==> src/rtl/handshake_pkg.sv <==
// Shared types and defaults for the four-phase handshake sender.
// Pure declarations: no latency, no flow control.
package handshake_pkg;

    typedef enum logic [1:0] {
        IDLE,
        REQ_HIGH,
        ACK_WAIT_LOW
    } hs_state_t;

    localparam int HS_SYNC_STAGES_DEFAULT = 2;

endpackage

==> src/rtl/sync_chain.sv <==
// Single-bit N-flop synchroniser for an asynchronous level; latency STAGES clocks.
// No backpressure: samples every cycle.
module sync_chain #(
    parameter int STAGES = 2
) (
    input  logic clock,
    input  logic reset,
    input  logic d,
    output logic q
);

    logic [STAGES-1:0] sr;

    always_ff @(posedge clock or posedge reset) begin
        if (reset) begin
            sr <= '0;
        end else begin
            sr <= {sr[STAGES-2:0], d};
        end
    end

    assign q = sr[STAGES-1];

endmodule

==> src/rtl/handshake_sender.sv <==
// Four-phase req/ack sender: req rises on accept, falls SYNC_STAGES+1 edges after ack.
// Backpressure: in_ready low whenever a transfer is in flight or a stale ack is seen.
module handshake_sender
    import handshake_pkg::*;
#(
    parameter int WIDTH       = 8,
    parameter int SYNC_STAGES = HS_SYNC_STAGES_DEFAULT,
    parameter int COUNT_WIDTH = 16
) (
    input  logic                   clock,
    input  logic                   reset,
    input  logic [WIDTH-1:0]       in_data,
    input  logic                   in_valid,
    output logic                   in_ready,
    output logic [WIDTH-1:0]       data_out,
    output logic                   req_out,
    input  logic                   ack_in,
    output logic                   busy,
    output logic                   xfer_done,
    output logic [COUNT_WIDTH-1:0] xfer_count
);

    hs_state_t state;
    logic      ack_sync;

    sync_chain #(
        .STAGES (SYNC_STAGES)
    ) u_ack_sync (
        .clock (clock),
        .reset (reset),
        .d     (ack_in),
        .q     (ack_sync)
    );

    // A lingering ack in IDLE blocks new words until the receiver releases it.
    assign in_ready = (state == IDLE) && !ack_sync;
    assign busy     = (state != IDLE);

    always_ff @(posedge clock or posedge reset) begin
        if (reset) begin
            state      <= IDLE;
            req_out    <= 1'b0;
            data_out   <= '0;
            xfer_done  <= 1'b0;
            xfer_count <= '0;
        end else begin
            xfer_done <= 1'b0;
            case (state)
                IDLE: begin
                    if (in_valid && in_ready) begin
                        data_out <= in_data;
                        req_out  <= 1'b1;
                        state    <= REQ_HIGH;
                    end
                end
                REQ_HIGH: begin
                    if (ack_sync) begin
                        req_out <= 1'b0;
                        state   <= ACK_WAIT_LOW;
                    end
                end
                ACK_WAIT_LOW: begin
                    if (!ack_sync) begin
                        xfer_done  <= 1'b1;
                        xfer_count <= xfer_count + COUNT_WIDTH'(1);
                        state      <= IDLE;
                    end
                end
                default: begin
                    req_out <= 1'b0;
                    state   <= IDLE;
                end
            endcase
        end
    end

endmodule

==> config.mk <==
export PLATFORM = sky130hd
export DESIGN_NAME = handshake_sender
export DESIGN_NICKNAME = d
export VERILOG_FILES = /design/src/rtl/handshake_pkg.sv /design/src/rtl/sync_chain.sv /design/src/rtl/handshake_sender.sv
export SDC_FILE = /design/constraint.sdc
export NUM_CORES = 1
export LEC_CHECK = 0
export ABC_AREA = 1
export CORE_MARGIN = 3
export CORE_UTILIZATION = 25
export DETAILED_ROUTE_END_ITERATION = 10
export PLACE_DENSITY = 0.55
export REMOVE_ABC_BUFFERS = 1
export SLEW_MARGIN = 20
export SYNTH_ARGS = -nofsm -noshare
export SYNTH_HDL_FRONTEND = slang
export SYNTH_HIERARCHICAL = 1
export SYNTH_SLANG_ARGS = --single-unit
==> constraint.sdc <==
create_clock -name clock -period 1.66 [get_ports clock]
set_input_delay 0.249 -clock clock [delete_from_list [all_inputs] [get_ports clock]]
set_output_delay 0.249 -clock clock [all_outputs]
set_load 0.005 [all_outputs]
==> impl_metrics.py, run 1 <==
metrics = {
    "logic_synthesis": {
        "avgSynthCellArea_um2": 8.96,
        "synthMuxAreaShare_pct": 0,
        "synth_top_area_share_pct": 54.7,
        "yosys.area.top_type": "dfrtp_1",
        "yosysUniqueCellTypes": 22,
        "syn_area_um2": 1370,
        "synth_compound_area_share_pct": 3.38,
        "synthAdderAreaFrac_pct": 0.912,
        "ys_seq_area_share_pct": 54.7,
        "async_flop_share_pct": 100,
        "yosys.area_share.simple_pct": 30.7,
        "synth_top_family_by_area": "simple AND/OR/NAND/NOR gates",
        "synth_edf_count": 0,
        "synth-seq-cells": 30,
        "yosysWarningCount": 6,
        "synth_area_leaders": "dfrtp_1 55%, nand2_1 12%, nand3_1 5.1%",
        "synth_ff_type": "dfrtp_1",
        "synth_cells": 153,
        "synth_xor_area_share_pct": 5.11,
    },
    "clock_network": {
        "clk_latency_ns": 0.27,
        "cts_buffer_depth": 2,
        "cts_hold_buf": 0,
        "cts.sink_count": 30,
        "clock-root-buffer": "clkbuf_8",
        "clk_pin_slew_ns": 0.06,
        "cts_tree": "yes",
        "cts_buffers": 5,
        "cts_htree_levels": 2,
    },
    "pwr": {
        "seq_power_share_pct": 46.0,
        "switching_share_pct": 27.0,
        "p_leak_uw": 0.000907,
        "p_sw_uw": 553,
        "power.internal_uw": 1500,
        "power.density_nw_per_um2": 1040,
        "clock_power_share_pct": 29.0,
        "max-vdd-ir-drop_uv": 478,
        "combPwrFrac_pct": 24.9,
    },
    "setup_path": {
        "r2r_start": "state[0]",
        "path_class": "reg2out",
        "regToRegSetupSlack_ns": 0.33,
        "cp_max_fo": 2,
        "worstSetupEndpointType": "primary output",
        "cp-start-kind": "flip-flop",
        "r2r_cells": 9,
        "timing.rr.end": "xfer_count[11]",
        "cp.required_ns": 1.41,
        "cp.arrival_ns": 1.30,
    },
    "final_layout": {
        "fin_nets": 216,
        "antenna_cells": 0,
        "drive_gt1_share_pct": 14.2,
        "finalInstanceArea_um2": 1970,
        "final_cell_mix": "44 x nand2_1, 38 x clkdlybuf4s50_1, 30 x dfrtp_1",
        "syn_to_final_growth_pct": 43.9,
        "utilization_pct": 37.9,
        "layout_commonest_cell": "nand2_1",
    },
    "sta": {
        "finalSetupViolCount": 0,
        "max_slew_margin_pct": 75.2,
        "final_hold_viol_count": 0,
        "clock_skew_ns": 0.00197,
        "finalMaxSlewViolations": 0,
        "fin_crit_ns": 1.55,
        "worst_pin_slew_ns": 0.372,
        "max_freq_mhz": 644,
        "fin_setup_tns_ns": 0,
        "rsz0062_at_grt": "no",
        "period_share_pct": 93.6,
    },
    "flow_run": {
        "drv_cap": 0,
    },
    "route": {
        "ant_nets": 0,
        "vias_per_cell": 4.15,
        "wl_per_cell_um": 10.5,
        "firstDrtPassIters": 4,
        "finalWirelength_mm": 2.89,
        "vias": 1137,
        "drc": 0,
        "initialDrtViolationCount": 38,
    },
    "min_path": {
        "hold_path_class": "in2async",
    },
    "status": {
        "status": "complete, no violations",
    },
    "place": {
        "dpl-instance-area_um2": 1870,
        "io_buffers": 39,
        "place_hpwl_mm": 2.20,
        "routabilityCongestion": 0.769,
    },
    "global_routing": {
        "grt_max_degree": 29,
        "grt_pass1_wl_mm": 4.80,
        "grt_pass1_vias": 1026,
        "antenna_found_initial": 0,
        "overflow": 0,
        "grtUsageTotal_pct": 9.76,
    },
    "floorplanning": {
        "ios": 40,
        "core_um2": 5200,
        "start_util_pct": 26.3,
        "die_x_um": 80.1,
        "row_count": 26,
        "die_area_um2": 6410,
        "fp.dieH_um": 80.1,
    },
}
-- cell type report --
cell class                 instances  area, um2
clock buffer                       7       86.3
clock inverter                     1       5.00
fill                             545       3230
inverter                          18       67.6
multi-input combinational        104        549
sequential                        30        751
tap                               70       87.6
timing repair buffer              44        427
-- power by group through the flow --
stage          Combinational, uW  Sequential, uW  Clock (uW)
2_1_floorplan                184             958           0
3_3_place_gp                 505             961           0
3_5_place_dp                 509             962           0
4_1_cts                      523             945         633
5_1_grt                      569             961         658
6_report                     511             944         595
-- sequential cells by signal, summed over array words and instances, names as in the netlist --
name           count
u_ack_sync/sr      2
data_out           8
xfer_done          1
state              2
xfer_count        16
req_out            1
-- metrics by stage --
stage | std cells | total power [uW] | hold slack [ns] | setup slack [ns]
finish | 274 | 2050 | 0.155 | 0.107
CTS | 274 | 2100 | 0.149 | 0.0885
global placement | 264 | 1470 | 0.338 | 0.209
detailed placement | 264 | 1470 | 0.337 | 0.210
floorplan | 152 | 1140 | -0.00982 | 0.441
global route | 274 | 2190 | 0.166 | 0.0334
-- worst max path at each step --
stage,endpoint,startpoint,slack [ns]
2_1_floorplan,xfer_count[12],xfer_count[0],0.44
3_3_place_gp,in_ready,state[1],0.21
3_5_place_dp,in_ready,state[1],0.21
4_1_cts,busy,state[1],0.09
5_1_grt,busy,state[1],0.03
6_report,busy,state[1],0.11
-- cell usage after synthesis, types with 3 or more instances --
cell      n
inv_1    15
xor2_1    3
nand2_2   3
nand4_1   5
dfrtp_1  30
nor2_2    4
nand2_1  44
nor2_1   10
inv_2     3
nor2_4    3
nand3_1  14
xnor2_1   5
-- worst max-delay path: stages, from the launching register on --
cell             delay (ns)
dfrtp_1                0.39
nor2_1                 0.13
inv_2                  0.06
clkdlybuf4s50_1        0.46
-- cell families after synthesis --
| logic type | after synthesis |
|---|---|
| AOI/OAI and AO/OA | 8 |
| buffers and inverters | 19 |
| adders and majority gates | 1 |
| and+or+nand+nor | 87 |
| xor gates and xnor gates | 8 |
| DFF | 30 |
-- timing repair --
| item | 4_1_cts | 5_1_grt |
|---|---|---|
| gates resized for setup | 1 | 0 |
| hold endpoints to repair | 0 | 0 |
| setup buffers | 2 | 0 |
| setup endpoints to repair | 1 | 0 |
-- metal layers --
layer	wire [um]	GRT usage [%]	part of all wire, %	vias up
li1	-	-	-	581
met5	0	0	0	-
met1	1410	13.4	49	521
met3	166	3.36	5.8	5
met2	1270	13.9	44	30
met4	36	4.05	1.2	0
No activity file was read; power rests on OpenSTA's default activity.
==> run 2, diff against run 1 <==
--- a/config.mk
+++ b/config.mk
@@ -7,10 +7,11 @@
 export LEC_CHECK = 0
 export ABC_AREA = 1
 export CORE_MARGIN = 3
-export CORE_UTILIZATION = 25
+export CORE_UTILIZATION = 46
 export DETAILED_ROUTE_END_ITERATION = 10
-export PLACE_DENSITY = 0.55
+export PLACE_DENSITY = 0.85
 export REMOVE_ABC_BUFFERS = 1
+export SKIP_CTS_REPAIR_TIMING = 1
 export SLEW_MARGIN = 20
 export SYNTH_ARGS = -nofsm -noshare
 export SYNTH_HDL_FRONTEND = slang
==> impl_metrics.py, run 2 (same netlist as run 1, synthesis figures left out) <==
metrics = {
    "status": {
        "status": "complete, no violations",
    },
    "sta": {
        "setup_ws_ns": 0.0760,
        "finalMaxSlewViolations": 0,
        "finalSetupViolCount": 0,
        "rsz0062_at_grt": "no",
        "max_slew_margin_pct": 77.3,
        "hold_ws_ns": 0.0797,
        "fin_crit_ns": 1.58,
        "final_hold_viol_count": 0,
        "period_share_pct": 95.4,
        "max_freq_mhz": 631,
        "clock_skew_ns": 0.00613,
        "worst_pin_slew_ns": 0.340,
    },
    "clock_network": {
        "cts_htree_levels": 2,
        "cts.sink_count": 30,
        "cts_buffers": 5,
        "cts_buffer_depth": 2,
        "cts_tree": "yes",
        "clk_latency_ns": 0.33,
        "clock-root-buffer": "clkbuf_4",
        "clk_pin_slew_ns": 0.09,
    },
    "setup_path": {
        "critPathBufInv": 1,
        "cp-start-kind": "flip-flop",
        "path_class": "reg2out",
        "crit_chain": "clkdlybuf4s50_1",
        "cp.arrival_ns": 1.34,
        "cp_slowest_cell": "clkdlybuf4s50_1",
        "regToRegSetupSlack_ns": 0.31,
        "cp.required_ns": 1.41,
        "crit_family": "buffers and inverters",
        "worstSetupEndpointType": "primary output",
        "cp_max_fo": 6,
        "max_stage_delay_ns": 0.54,
    },
    "final_layout": {
        "fillers": 238,
        "utilization_pct": 67.3,
        "largest_reg_flops": 16,
        "drive_gt1_share_pct": 13.9,
        "top_register": "xfer_count",
        "final_cell_mix": "44 x nand2_1, 37 x clkdlybuf4s50_1, 30 x dfrtp_1",
        "multiInputGateArea_um2": 552,
        "antenna_cells": 0,
        "final_cells": 233,
        "syn_to_final_growth_pct": 37.6,
        "regArea_um2": 751,
        "layout_commonest_cell": "nand2_1",
        "largest_registers": "xfer_count x16, data_out x8",
        "fin_nets": 214,
    },
    "pwr": {
        "p_sw_uw": 554,
        "switching_share_pct": 28.9,
        "max-vdd-ir-drop_uv": 694,
        "combPwrFrac_pct": 26.8,
        "power.density_nw_per_um2": 1020,
        "power.internal_uw": 1360,
        "power_uw": 1920,
        "seq_power_share_pct": 49.4,
        "clock_power_share_pct": 23.8,
        "p_leak_uw": 0.000906,
    },
    "route": {
        "drc": 0,
        "ant_nets": 0,
        "initialDrtViolationCount": 16,
        "finalWirelength_mm": 2.93,
        "vias": 1165,
        "met3WireLength_um": 279,
        "firstDrtPassIters": 4,
        "wl_met1_mm": 1.13,
        "vias_per_cell": 5.00,
        "wl_per_cell_um": 12.6,
        "route.met2.wl_mm": 1.46,
        "routed.top_layer": "met4",
    },
    "floorplanning": {
        "die_area_um2": 3670,
        "fp.dieH_um": 60.6,
        "core_um2": 2810,
        "ios": 40,
        "die_x_um": 60.6,
        "start_util_pct": 48.9,
        "row_count": 19,
    },
    "place": {
        "io_buffers": 39,
        "dpl_worst_slack_ns": 0.221,
        "dp.cells": 224,
        "routabilityCongestion": 0.873,
        "place_hpwl_mm": 2.21,
    },
    "global_routing": {
        "grt_pass1_vias": 1215,
        "antenna_found_initial": 0,
        "overflow": 0,
        "grt_pass1_wl_mm": 5.12,
        "grtUsageTotal_pct": 18.9,
        "grt_max_degree": 29,
    },
    "min_path": {
        "hold_path_class": "in2async",
    },
    "flow_run": {
        "drv_cap": 0,
    },
}
run 2: final cells by class:
type	count	share of cell area (%)
sequential	30	39.8
multi-input combinational	104	29.2
timing repair buffer	42	22.1
inverter	18	3.58
clock buffer	7	2.92
tap	31	2.06
clock inverter	1	0.265
run 2: routing by layer:
layer,vias to the layer above,track usage (%)
met1,544,20.2
met4,0,7.74
met3,8,7.66
met2,38,32.8
li1,575,-
met5,-,0
run 2: final timing paths:
path / start / endpoint / depth (start not counted)
min: reset / u_ack_sync/sr[0] / 2
min reg2reg: u_ack_sync/sr[0] / u_ack_sync/sr[1] / 0
max: xfer_count[10] / xfer_count[10] / 1
min in group clock: ack_in / u_ack_sync/sr[0] / 1
max in group asynchronous: reset / xfer_count[4] / 3
max reg2reg: u_ack_sync/sr[1] / xfer_count[13] / 6
run 2: power groups by stage:
stage	sequential, uW	clock (uW)	combinational, uW
finish	947	456	514
global route	966	484	577
CTS	948	462	521
detailed placement	958	0	516
global placement	955	0	498
floorplan	958	0	184
run 2: stage by stage:
stage	area [um2]	setup TNS [ns]
after floorplan	1370	0
after global placement	1810	0
after detailed placement	1810	0
after CTS	1870	-0.194
after global routing	1890	0
final	1890	0
==> run 3, diff against run 2 <==
--- a/config.mk
+++ b/config.mk
@@ -8,6 +8,7 @@
 export ABC_AREA = 1
 export CORE_MARGIN = 3
 export CORE_UTILIZATION = 46
+export CTS_CLUSTER_DIAMETER = 80
 export DETAILED_ROUTE_END_ITERATION = 10
 export PLACE_DENSITY = 0.85
 export REMOVE_ABC_BUFFERS = 1
==> results of run 3 <==
Same layout as run 2: the final DEF is identical, and so are final timing and power.
